<file path="config.mk">
export PLATFORM = sky130hd
export DESIGN_NAME = rom_stream
export DESIGN_NICKNAME = d
export VERILOG_FILES = /design/src/rtl/rom_pkg.sv /design/src/rtl/rom_core.sv /design/src/rtl/rom_stream.sv
export SDC_FILE = /design/constraint.sdc
export NUM_CORES = 1
export LEC_CHECK = 0
export BUFFER_PORTS_ARGS = -buffer_cell sky130_fd_sc_hd__buf_4
export CELL_PAD_IN_SITES_DETAIL_PLACEMENT = 2
export CELL_PAD_IN_SITES_GLOBAL_PLACEMENT = 2
export CORE_MARGIN = 1.5
export CORE_UTILIZATION = 24
export CTS_BUF_LIST = sky130_fd_sc_hd__clkbuf_16
export DETAILED_ROUTE_END_ITERATION = 6
export GPL_ROUTABILITY_DRIVEN = 0
export PLACE_DENSITY = 0.83
export SYNTH_ARGS = -nofsm -noshare
export SYNTH_HDL_FRONTEND = slang
export SYNTH_SLANG_ARGS = --single-unit
export TNS_END_PERCENT = 50
</file>
<file path="constraint.sdc">
create_clock -name clk -period 2 [get_ports clk]
set_input_delay 0.2 -clock clk [delete_from_list [all_inputs] [get_ports clk]]
set_output_delay 0.2 -clock clk [all_outputs]
set_load 0.01 [all_outputs]
</file>
<file path="src/rtl/rom_pkg.sv">
// Shared types and default sizes for the ROM burst streamer.
package rom_pkg;

  typedef enum logic [1:0] {
    IDLE  = 2'd0,
    FETCH = 2'd1,
    SEND  = 2'd2,
    FIN   = 2'd3
  } rom_state_e;

  localparam int unsigned ROM_DATA_W = 8;
  localparam int unsigned ROM_DEPTH  = 16;

endpackage

</file>
<file path="src/rtl/rom_core.sv">
// Synchronous ROM with a registered read port; contents come from INIT_DATA.
// With ROM_STREAM_PARITY_EN defined, a parity bit is registered alongside the data.
module rom_core #(
  parameter int unsigned       DATA_W = 8,
  parameter int unsigned       DEPTH  = 16,
  parameter logic [DATA_W-1:0] INIT_DATA [DEPTH] = '{default: '0},
  localparam int unsigned      ADDR_W = $clog2(DEPTH)
) (
  input  logic              clk,
  input  logic              rst_n,
  input  logic              rd_en,
  input  logic [ADDR_W-1:0] addr,
  output logic [DATA_W-1:0] dout
`ifdef ROM_STREAM_PARITY_EN
  ,
  output logic              dpar
`endif
);

  logic [DATA_W-1:0] dout_q, dout_d;

  // The read register is reset, the array itself is constant.
  always_comb begin
    dout_d = dout_q;
    if (rd_en) dout_d = INIT_DATA[addr];
  end

  always_ff @(posedge clk or negedge rst_n) begin
    if (!rst_n) dout_q <= '0;
    else        dout_q <= dout_d;
  end

  assign dout = dout_q;

`ifdef ROM_STREAM_PARITY_EN
  logic dpar_q, dpar_d;

  always_comb begin
    dpar_d = ^dout_d;
  end

  always_ff @(posedge clk or negedge rst_n) begin
    if (!rst_n) dpar_q <= 1'b0;
    else        dpar_q <= dpar_d;
  end

  assign dpar = dpar_q;
`endif

endmodule

</file>
<file path="src/rtl/rom_stream.sv">
// Streams LEN consecutive ROM words starting at BASE (wrapping at DEPTH) over a valid/ready port.
// Optional DPAR output (even parity of DOUT) when ROM_STREAM_PARITY_EN is defined.
//
// state | meaning
// IDLE  | waiting for START; BUSY low
// FETCH | ROM read of addr_q in flight
// SEND  | DOUT valid, waiting for DREADY
// FIN   | one-cycle DONE pulse
module rom_stream
  import rom_pkg::*;
#(
  parameter int unsigned       DATA_W = ROM_DATA_W,
  parameter int unsigned       DEPTH  = ROM_DEPTH,
  parameter logic [DATA_W-1:0] INIT_DATA [DEPTH] = '{default: '0},
  localparam int unsigned      ADDR_W = $clog2(DEPTH)
) (
  input  logic              clk,
  input  logic              rst_n,
  input  logic              START,
  input  logic [ADDR_W-1:0] BASE,
  input  logic [ADDR_W:0]   LEN,
  output logic              BUSY,
  output logic [DATA_W-1:0] DOUT,
  output logic              DVALID,
  input  logic              DREADY,
  output logic              DONE
`ifdef ROM_STREAM_PARITY_EN
  ,
  output logic              DPAR
`endif
);

  localparam logic [ADDR_W:0]   DEPTH_W   = (ADDR_W + 1)'(DEPTH);
  localparam logic [ADDR_W-1:0] LAST_ADDR = ADDR_W'(DEPTH - 1);
  localparam logic [ADDR_W:0]   ONE_CNT   = (ADDR_W + 1)'(1);

  rom_state_e        state_q, state_d;
  logic [ADDR_W-1:0] addr_q, addr_d;
  logic [ADDR_W:0]   cnt_q, cnt_d;
  logic [ADDR_W-1:0] base_mod;
  logic              rd_en;

  // BASE is narrower than 2*DEPTH, so a single conditional subtract is a full modulo.
  assign base_mod = ({1'b0, BASE} >= DEPTH_W) ? (BASE - DEPTH_W[ADDR_W-1:0]) : BASE;

  always_comb begin
    state_d = state_q;
    addr_d  = addr_q;
    cnt_d   = cnt_q;
    rd_en   = 1'b0;
    case (state_q)
      IDLE: begin
        if (START) begin
          if (LEN != '0) begin
            addr_d  = base_mod;
            cnt_d   = LEN;
            state_d = FETCH;
          end else begin
            state_d = FIN;
          end
        end
      end
      FETCH: begin
        rd_en   = 1'b1;
        state_d = SEND;
      end
      SEND: begin
        if (DREADY) begin
          cnt_d = cnt_q - 1'b1;
          if (cnt_q == ONE_CNT) begin
            state_d = FIN;
          end else begin
            addr_d  = (addr_q == LAST_ADDR) ? '0 : addr_q + 1'b1;
            state_d = FETCH;
          end
        end
      end
      FIN:     state_d = IDLE;
      default: state_d = IDLE;
    endcase
  end

  always_ff @(posedge clk or negedge rst_n) begin
    if (!rst_n) begin
      state_q <= IDLE;
      addr_q  <= '0;
      cnt_q   <= '0;
    end else begin
      state_q <= state_d;
      addr_q  <= addr_d;
      cnt_q   <= cnt_d;
    end
  end

  assign BUSY   = (state_q != IDLE);
  assign DVALID = (state_q == SEND);
  assign DONE   = (state_q == FIN);

  rom_core #(
    .DATA_W   (DATA_W),
    .DEPTH    (DEPTH),
    .INIT_DATA(INIT_DATA)
  ) u_core (
    .clk  (clk),
    .rst_n(rst_n),
    .rd_en(rd_en),
    .addr (addr_q),
    .dout (DOUT)
`ifdef ROM_STREAM_PARITY_EN
    ,
    .dpar (DPAR)
`endif
  );

endmodule

</file>
* Word level (Yosys, flattened, before mapping) *
Memory sizes are Yosys's and may differ from the RTL's. A register that Yosys moved wholly into a read port is not among the register bits.
Cells that the tools add are included.

word-level totals
  latch bits = 0
  memory bits (writable) = 0
  bits in read-only memories = 128
  logic and storage cells = 40
  flip-flop bits (word level) = 11
  memories kept = 1
  output and inout port bits = 11

cells by class
  shift operators = 0
  div/mod/pow operators = 0
  reductions and logical operators = 8
  multipliers = 0
  bitwise logic cells = 1
  $add $sub $neg = 2
  muxes and demuxes = 16
  equal/unequal tests = 9
  magnitude comparators = 0

memory list
  name              words  width  read ports  clocked after Yosys merged registers in  wr ports  line            source
  (name not given)  16     8      1           1                                        0         rom_core.sv:25  if (rd_en) dout_d = INIT_DATA[addr];

operators by type and width
  kind                 number
  $mux 4               5
  $mux 5               3
  $pmux 5 s2           1
  $mux 2               4
  $pmux 2 s4           1
  $pmux 4 s2           1
  $ne 2x2->1 const B   3
  $eq 5x1->1 const B   1
  $not 4->5            1
  $reduce_and 5->1     1
  $reduce_bool 5->1    1
  $sub 5x1->5 const B  1
  $add 4x1->4 const B  1
  $eq 2x2->1 const B   2
  $eq 4x4->1 const B   1
  $reduce_and 4->1     1
  $reduce_bool 2->1    2
  $eq 2x1->1 const B   1
  $logic_not 2->1      1
  $ne 2x1->1 const B   1
  $reduce_and 2->1     1
  $logic_not 1->1      1
  $mux 1               1

* Depth between registers and ports, before layout *
Gate-level depths: netlist (run 1).

  word-level depth = 5
  depth in mapped cells = 6

* By module *
From an unflattened synthesis (run 1), not the netlist that was laid out.

second synthesis, totals
  cell total of the unflattened synthesis = 85
  area total of the unflattened synthesis = 778.2 µm²

by module, submodules not included
  module      area an instance (µm²)  seq. area each (µm²)  instances  cells an instance
  rom_stream  714.4                   275.3                 1          76
  rom_core    63.8                    0.0                   1          9

* Least setup slack after synthesis (run 1) *
No wires, ideal clock.

  kind = flip-flop to flip-flop
  start = register cnt_q[0]
  end = register cnt_q[4]
  arrival = 1330 ps
  setup slack = 588 ps
  required time = 1918 ps
  stages on the path, launching flop included = 7
  path through = dfrtp_1 > inv_1 > ha_1 > or3b_2 > nand2_1 > a31oi_1 > a31oi_1

on the way
  word-level cells in the longest chain between the ends = 3

RTL lines
  item                    line              source
  from (decl)             rom_stream.sv:39  logic [ADDR_W:0] cnt_q, cnt_d;
  from (signal assigned)  rom_stream.sv:91  cnt_q <= cnt_d;
  $sub 5x1->5             rom_stream.sv:69  cnt_d = cnt_q - 1'b1;
  $mux 5                  rom_stream.sv:68  if (DREADY) begin
  $pmux 5 s2              rom_stream.sv:51  case (state_q)

Every way passes these cells. The select of a mux whose other input is x is not followed.
A chain may end at the register's enable or synchronous reset.

* Worst setup path in the final report (run 1) *
Same ends and word-level chain as after synthesis.

==> results of run 1 <==
[sequential cells by signal (all words and copies together) (netlist names)]
name / cells
cnt_q: 5
state_q: 2
[path summary, 6_finish.rpt]
kind / startpoint / to / slack (ps) / depth (start not counted)
worst max-delay path: cnt_q[0]$_DFFE_PN0P_ / cnt_q[4]$_DFFE_PN0P_ / 440 / 6
worst min-delay path: LEN[2] / cnt_q[2]$_DFFE_PN0P_ / 270 / 3
worst max register to register: cnt_q[0]$_DFFE_PN0P_ / cnt_q[4]$_DFFE_PN0P_ / 440 / 6
worst min register to register: cnt_q[2]$_DFFE_PN0P_ / cnt_q[2]$_DFFE_PN0P_ / 570 / 1
max in group asynchronous: rst_n / cnt_q[0]$_DFFE_PN0P_ / 1540 / 2
min in group asynchronous: rst_n / state_q[1]$_DFFE_PN0P_ / 330 / 2
[cell usage in the layout (no fill, tap or decap), types with 2 or more instances in the layout]
| cell | netlist | final |
|---|---|---|
| conb_1 | 1 | 8 |
| nand2b_1 | 2 | 2 |
| nor3_1 | 2 | 2 |
| o22ai_1 | 2 | 2 |
| nand2_1 | 7 | 7 |
| clkbuf_16 | 0 | 3 |
| dfrtp_1 | 7 | 7 |
| ha_1 | 2 | 2 |
| and2_1 | 2 | 2 |
| buf_4 | 8 | 11 |
| a21oi_1 | 5 | 5 |
| a31oi_1 | 5 | 5 |
| inv_1 | 3 | 4 |
| mux2i_1 | 2 | 2 |
[cells in the mapped netlist (2+ instances only)]
cell      count  area [sq um]
a21oi_1       5          25.0
a31oi_1       5          31.3
and2_1        2          12.5
buf_4         8          60.1
dfrtp_1       7           175
ha_1          2          25.0
inv_1         3          11.3
mux2i_1       2          20.0
nand2_1       7          26.3
nand2b_1      2          12.5
nor3_1        2          10.0
o22ai_1       2          12.5
[critical path, delay by kind of cell (launching register included)]
kind / cells / cell delay (ps)
AO/OA/AOI/OAI: 2 / 220
adder cells (fa/ha/maj): 1 / 210
buffers and inverters: 1 / 100
flip-flops: 1 / 390
AND/OR/NAND/NOR: 2 / 570
[power by group through the flow]
stage / combinational (mW) / clock (mW) / sequential (mW)
finish: 0.446 / 0.350 / 0.292
global route: 0.503 / 0.367 / 0.306
CTS: 0.457 / 0.357 / 0.293
detailed placement: 0.449 / 0 / 0.291
global placement: 0.421 / 0 / 0.288
floorplan: 0.336 / 0 / 0.268
[cells by family (layout without fill, tap and decap cells)]
group | after synthesis | count (layout)
buffers and inverters | 13 | 20
and+or+nand+nor | 21 | 21
other | 1 | 8
adders and majority gates | 2 | 2
AOI/OAI and AO/OA | 15 | 15
DFF | 7 | 7
muxes | 2 | 2
[through the flow]
stage	std cells	setup slack (ps)	util [%]	power, mW	hold WS (ps)
floorplan	68	588	-	0.603	-95.6
global placement	97	480	29.8	0.709	21.1
detailed placement	97	419	29.8	0.741	23.2
CTS	102	417	34.3	1.11	275
global route	102	361	34.3	1.18	295
finish	102	439	34.3	1.09	272
[layout make-up]
type	instances	share of cell area, %
flip-flops and latches	7	25.5
repair buffers	12	13.5
clock inverters	1	0.547
clock buffers	3	10.9
multi-input cells	48	42.3
inverters	4	2.19
well taps	27	4.93
[layer usage]
metal	wire [um]	global-route usage [%]	part of all wire, %
met5	0	0	0
met4	56	11.1	3.7
met3	89	5.15	5.9
met2	727	22.1	48
met1	628	15.7	42
[timing repair]
action / in CTS / in global routing
hold buffers: 1 / 0
setup buffers: 0 / 0
hold endpoints to repair: 7 / 0
==> impl_metrics.json, run 1 <==
{
  "critPathRequiredTime_ps": 2160,
  "hold_violations": 0,
  "drive_gt1_share_pct": 24.0,
  "switching_share_pct": 38.0,
  "synth_async_sr_flop_share_pct": 100,
  "antenna_cells": 0,
  "leakage_nw": 0.321,
  "io_buffers": 11,
  "synth_cell_type_count": 26,
  "num_vias": 483,
  "drv_slew": 0,
  "antenna_found_initial": 0,
  "fillers": 232,
  "switching_power_mw": 0.413,
  "critPathCaptureType": "register",
  "status": "finished, final reports clean",
  "placementRows": 16,
  "synth-xor-area-share_pct": 0,
  "drtIter0Drc": 4,
  "start_kind": "register",
  "place_hpwl_um": 1080,
  "grt_usage_pct": 14.2,
  "crit_arrival_ps": 1720,
  "fin_skew_ps": 2.73,
  "wl_per_cell_um": 14.7,
  "ctsResizeCount": 0,
  "grt-ovfl-total": 0,
  "drc": 0,
  "holdCritPathClass": "primary input to register",
  "syn_area_per_cell_sq_um": 8.51,
  "synth_top_family_by_area": "simple AND/OR/NAND/NOR gates",
  "die_y_um": 49.5,
  "grt_pass1_wl_um": 2420,
  "dr.pass1.iters": 2,
  "first_global_vias": 490,
  "coreArea_sq_um": 2000,
  "slowest_delay_ps": 480,
  "clock_latency_ps": 240,
  "setup_tns_ps": 0,
  "numCtsBuffers": 3,
  "cts-htree-levels": 1,
  "ys_ff_latch": 7,
  "placed_area_sq_um": 597,
  "worst_path_most_repeated_cell": "a31oi_1",
  "clkPwrFrac_pct": 32.2,
  "clk_pin_slew_worst_paths_ps": 40,
  "multiInputGateArea_sq_um": 290,
  "powerDensity_nw_per_um2": 1590,
  "final_area_sq_um": 686,
  "wl_um": 1500,
  "clockRootBuffer": "clkbuf_16",
  "min_period_over_period_pct": 78.1,
  "clkSinkCount": 7,
  "register_area_sq_um": 175,
  "synthAdderAreaFrac_pct": 4.82,
  "max_freq_mhz": 640,
  "grt_max_degree": 10,
  "tritoncts": "yes",
  "syn_inst": 61,
  "chipWidth_um": 49.5,
  "crit_type": "register to register",
  "yosysSeqAreaShare_pct": 33.7,
  "ios": 24,
  "synth_flop_cell": "dfrtp_1",
  "synth-simple-area-share_pct": 23.4,
  "peakVddDrop_mv": 0.595,
  "start_util_pct": 25.9,
  "viasPerCell": 4.74,
  "synth_edf_count": 0,
  "rsz0062_at_grt": "false",
  "crit_path_top_delay_cell": "or3b_2",
  "final_nets": 91,
  "yosys_warnings": 0,
  "setup_viol": 0,
  "ant_nets": 0,
  "syn_to_final_growth_pct": 32.0,
  "synth_area_sq_um": 519,
  "cp_max_fo": 3,
  "synthMuxAreaShare_pct": 3.86,
  "cp_cell_sequence": "inv_1 > ha_1 > or3b_2 > nand2_1 > a31oi_1 > a31oi_1",
  "p_seq_share_pct": 26.8,
  "p_int_mw": 0.675,
  "fin_crit_ps": 1560,
  "synth_compound_area_share_pct": 18.1,
  "cts_buffer_depth": 2,
  "cap_violations": 0,
  "die-area_sq_um": 2450,
  "pwr-share-comb_pct": 41.0
}
No activity file was read; power rests on OpenSTA's default activity.
==> run 2: changes to the inputs <==
==> constraint.sdc (replaced) <==
create_clock -name clk -period 1.6 [get_ports clk]
set_input_delay 0.16 -clock clk [delete_from_list [all_inputs] [get_ports clk]]
set_output_delay 0.16 -clock clk [all_outputs]
set_load 0.01 [all_outputs]
==> run 2 against run 1 <==
Effect of this change:
- largest power group unchanged
- clock skew stayed put
- sequential power grew 26%
- combinational power rose by 27%
- largest cell class unchanged
- hold slack got worse by 40 ps
- power up 26%
- critical path type unchanged
- worst setup slack got worse by 370 ps
- sequential share of layout area fell by 0.19 points
- utilization rose by 0.25 points
- flip-flop and latch count unchanged
- clock power up 25%
==> impl_metrics.json, run 2 (same netlist as run 1, synthesis figures left out) <==
{
  "status": "finished, final reports clean",
  "crit_type": "register to register",
  "grt_usage_pct": 14.2,
  "start_kind": "register",
  "crit_arrival_ps": 1690,
  "dr.pass1.iters": 2,
  "clock_latency_ps": 240,
  "place_ws_ps": 19.3,
  "utilization_pct": 34.5,
  "start_util_pct": 25.9,
  "powerDensity_nw_per_um2": 1980,
  "slowest_delay_ps": 470,
  "clockRootBuffer": "clkbuf_16",
  "grt-ovfl-total": 0,
  "leakage_nw": 0.319,
  "path_buf_inv": 1,
  "drv_slew": 0,
  "grt_pass1_wl_um": 2420,
  "r2r_setup_slack_ps": 70,
  "path_delay_family": "simple AND/OR/NAND/NOR gates",
  "worst_path_most_repeated_cell": "a31oi_1",
  "cp_max_fo": 3,
  "ios": 24,
  "drive_gt1_share_pct": 28.0,
  "grt.met3_usage_pct": 5.15,
  "top_usage_layer": "met2",
  "syn_to_final_growth_pct": 33.0,
  "crit_path_top_delay_cell": "or3b_2",
  "min_period_over_period_pct": 95.8,
  "cts_buffer_depth": 2,
  "num_vias": 483,
  "ant_nets": 0,
  "wl_um": 1500,
  "grt_max_degree": 10,
  "layout_commonest_cell": "buf_4",
  "wl_per_cell_um": 14.7,
  "coreArea_sq_um": 2000,
  "top_regs": "cnt_q x5, state_q x2",
  "setup_tns_ps": 0,
  "fin_skew_ps": 2.73,
  "cts-htree-levels": 1,
  "clkSinkCount": 7,
  "antenna_found_initial": 0,
  "viasPerCell": 4.74,
  "hold_violations": 0,
  "clk_pin_slew_worst_paths_ps": 40,
  "drc": 0,
  "max_freq_mhz": 652,
  "largest_reg_flops": 5,
  "setup_viol": 0,
  "place_hpwl_um": 1080,
  "most-common-layout-cells": "11 x buf_4, 8 x conb_1, 7 x dfrtp_1",
  "cp_cell_sequence": "inv_1 > ha_2 > or3b_2 > nand2_1 > a31oi_1 > a31oi_1",
  "fin_ws_ps": 66.6,
  "antenna_cells": 0,
  "die-area_sq_um": 2450,
  "rsz0062_at_grt": "false",
  "io_buffers": 11,
  "total_power_mw": 1.37,
  "final_nets": 91,
  "cap_violations": 0,
  "largest_register": "cnt_q",
  "peakVddDrop_mv": 0.749,
  "drtIter0Drc": 2,
  "numCtsBuffers": 3,
  "met2_usage_pct": 22.1,
  "tritoncts": "yes",
  "grtUsageMet1_pct": 15.7,
  "critPathRequiredTime_ps": 1760,
  "chipWidth_um": 49.5,
  "placementRows": 16,
  "die_y_um": 49.5,
  "critPathCaptureType": "register",
  "holdCritPathClass": "primary input to register",
  "first_global_vias": 490,
  "fin_crit_ps": 1530
}
-- run 2: stage by stage --
stage / cell area (sq um) / std cells / hold slack [ps]
after floorplan: 546 / 68 / -136
after global placement: 597 / 97 / -18.9
after detailed placement: 597 / 97 / -16.8
final: 691 / 102 / 232
after global routing: 691 / 102 / 255
after CTS: 686 / 102 / 235
-- run 2: worst min-delay path, stage by stage --
cell and delay (ps):
buf_4 90, a21oi_1 50, o2bb2ai_1 130
-- run 2: area by class of cell --
class	count	area (sq um)
Multi-Input combinational cell	48	295
Timing Repair Buffer	12	92.6
Sequential cell	7	175
Clock inverter	1	3.75
Inverter	4	15.0
Tap cell	27	33.8
Clock buffer	3	75.1
Fill cell	233	1310
-- run 2: path summary, 6_finish.rpt --
| check | from | end | cells after the start |
|---|---|---|---|
| max | cnt_q[1]$_DFFE_PN0P_ | cnt_q[4]$_DFFE_PN0P_ | 6 |
| min | LEN[2] | cnt_q[2]$_DFFE_PN0P_ | 3 |
| max reg2reg | cnt_q[1]$_DFFE_PN0P_ | cnt_q[4]$_DFFE_PN0P_ | 6 |
| min reg2reg | cnt_q[2]$_DFFE_PN0P_ | cnt_q[2]$_DFFE_PN0P_ | 1 |
| max in group asynchronous | rst_n | cnt_q[0]$_DFFE_PN0P_ | 2 |
| min in group asynchronous | rst_n | state_q[1]$_DFFE_PN0P_ | 2 |
-- run 2: what timing repair did --
action	4_1_cts	5_1_grt
gates resized for setup	0	3
hold buffers	1	0
endpoints found under the hold margin	7	0
buffers inserted	0	0
endpoints found under the setup margin	0	2
-- run 2: report_power, final --
| group | total [mW] | switching, mW | leakage [nW] | internal (mW) |
|---|---|---|---|---|
| registers | 0.367 | 0.101 | 0.0827 | 0.266 |
| clock network | 0.437 | 0.111 | 0.0423 | 0.327 |
| logic | 0.565 | 0.309 | 0.194 | 0.256 |
| total | 1.37 | 0.521 | 0.319 | 0.849 |
-- run 2: metal layers --
layer  up-vias  routed length, um
li1        227                  -
met1       235                628
met2        16                726
met3         5                 89
met4         0                 56
met5         -                  0
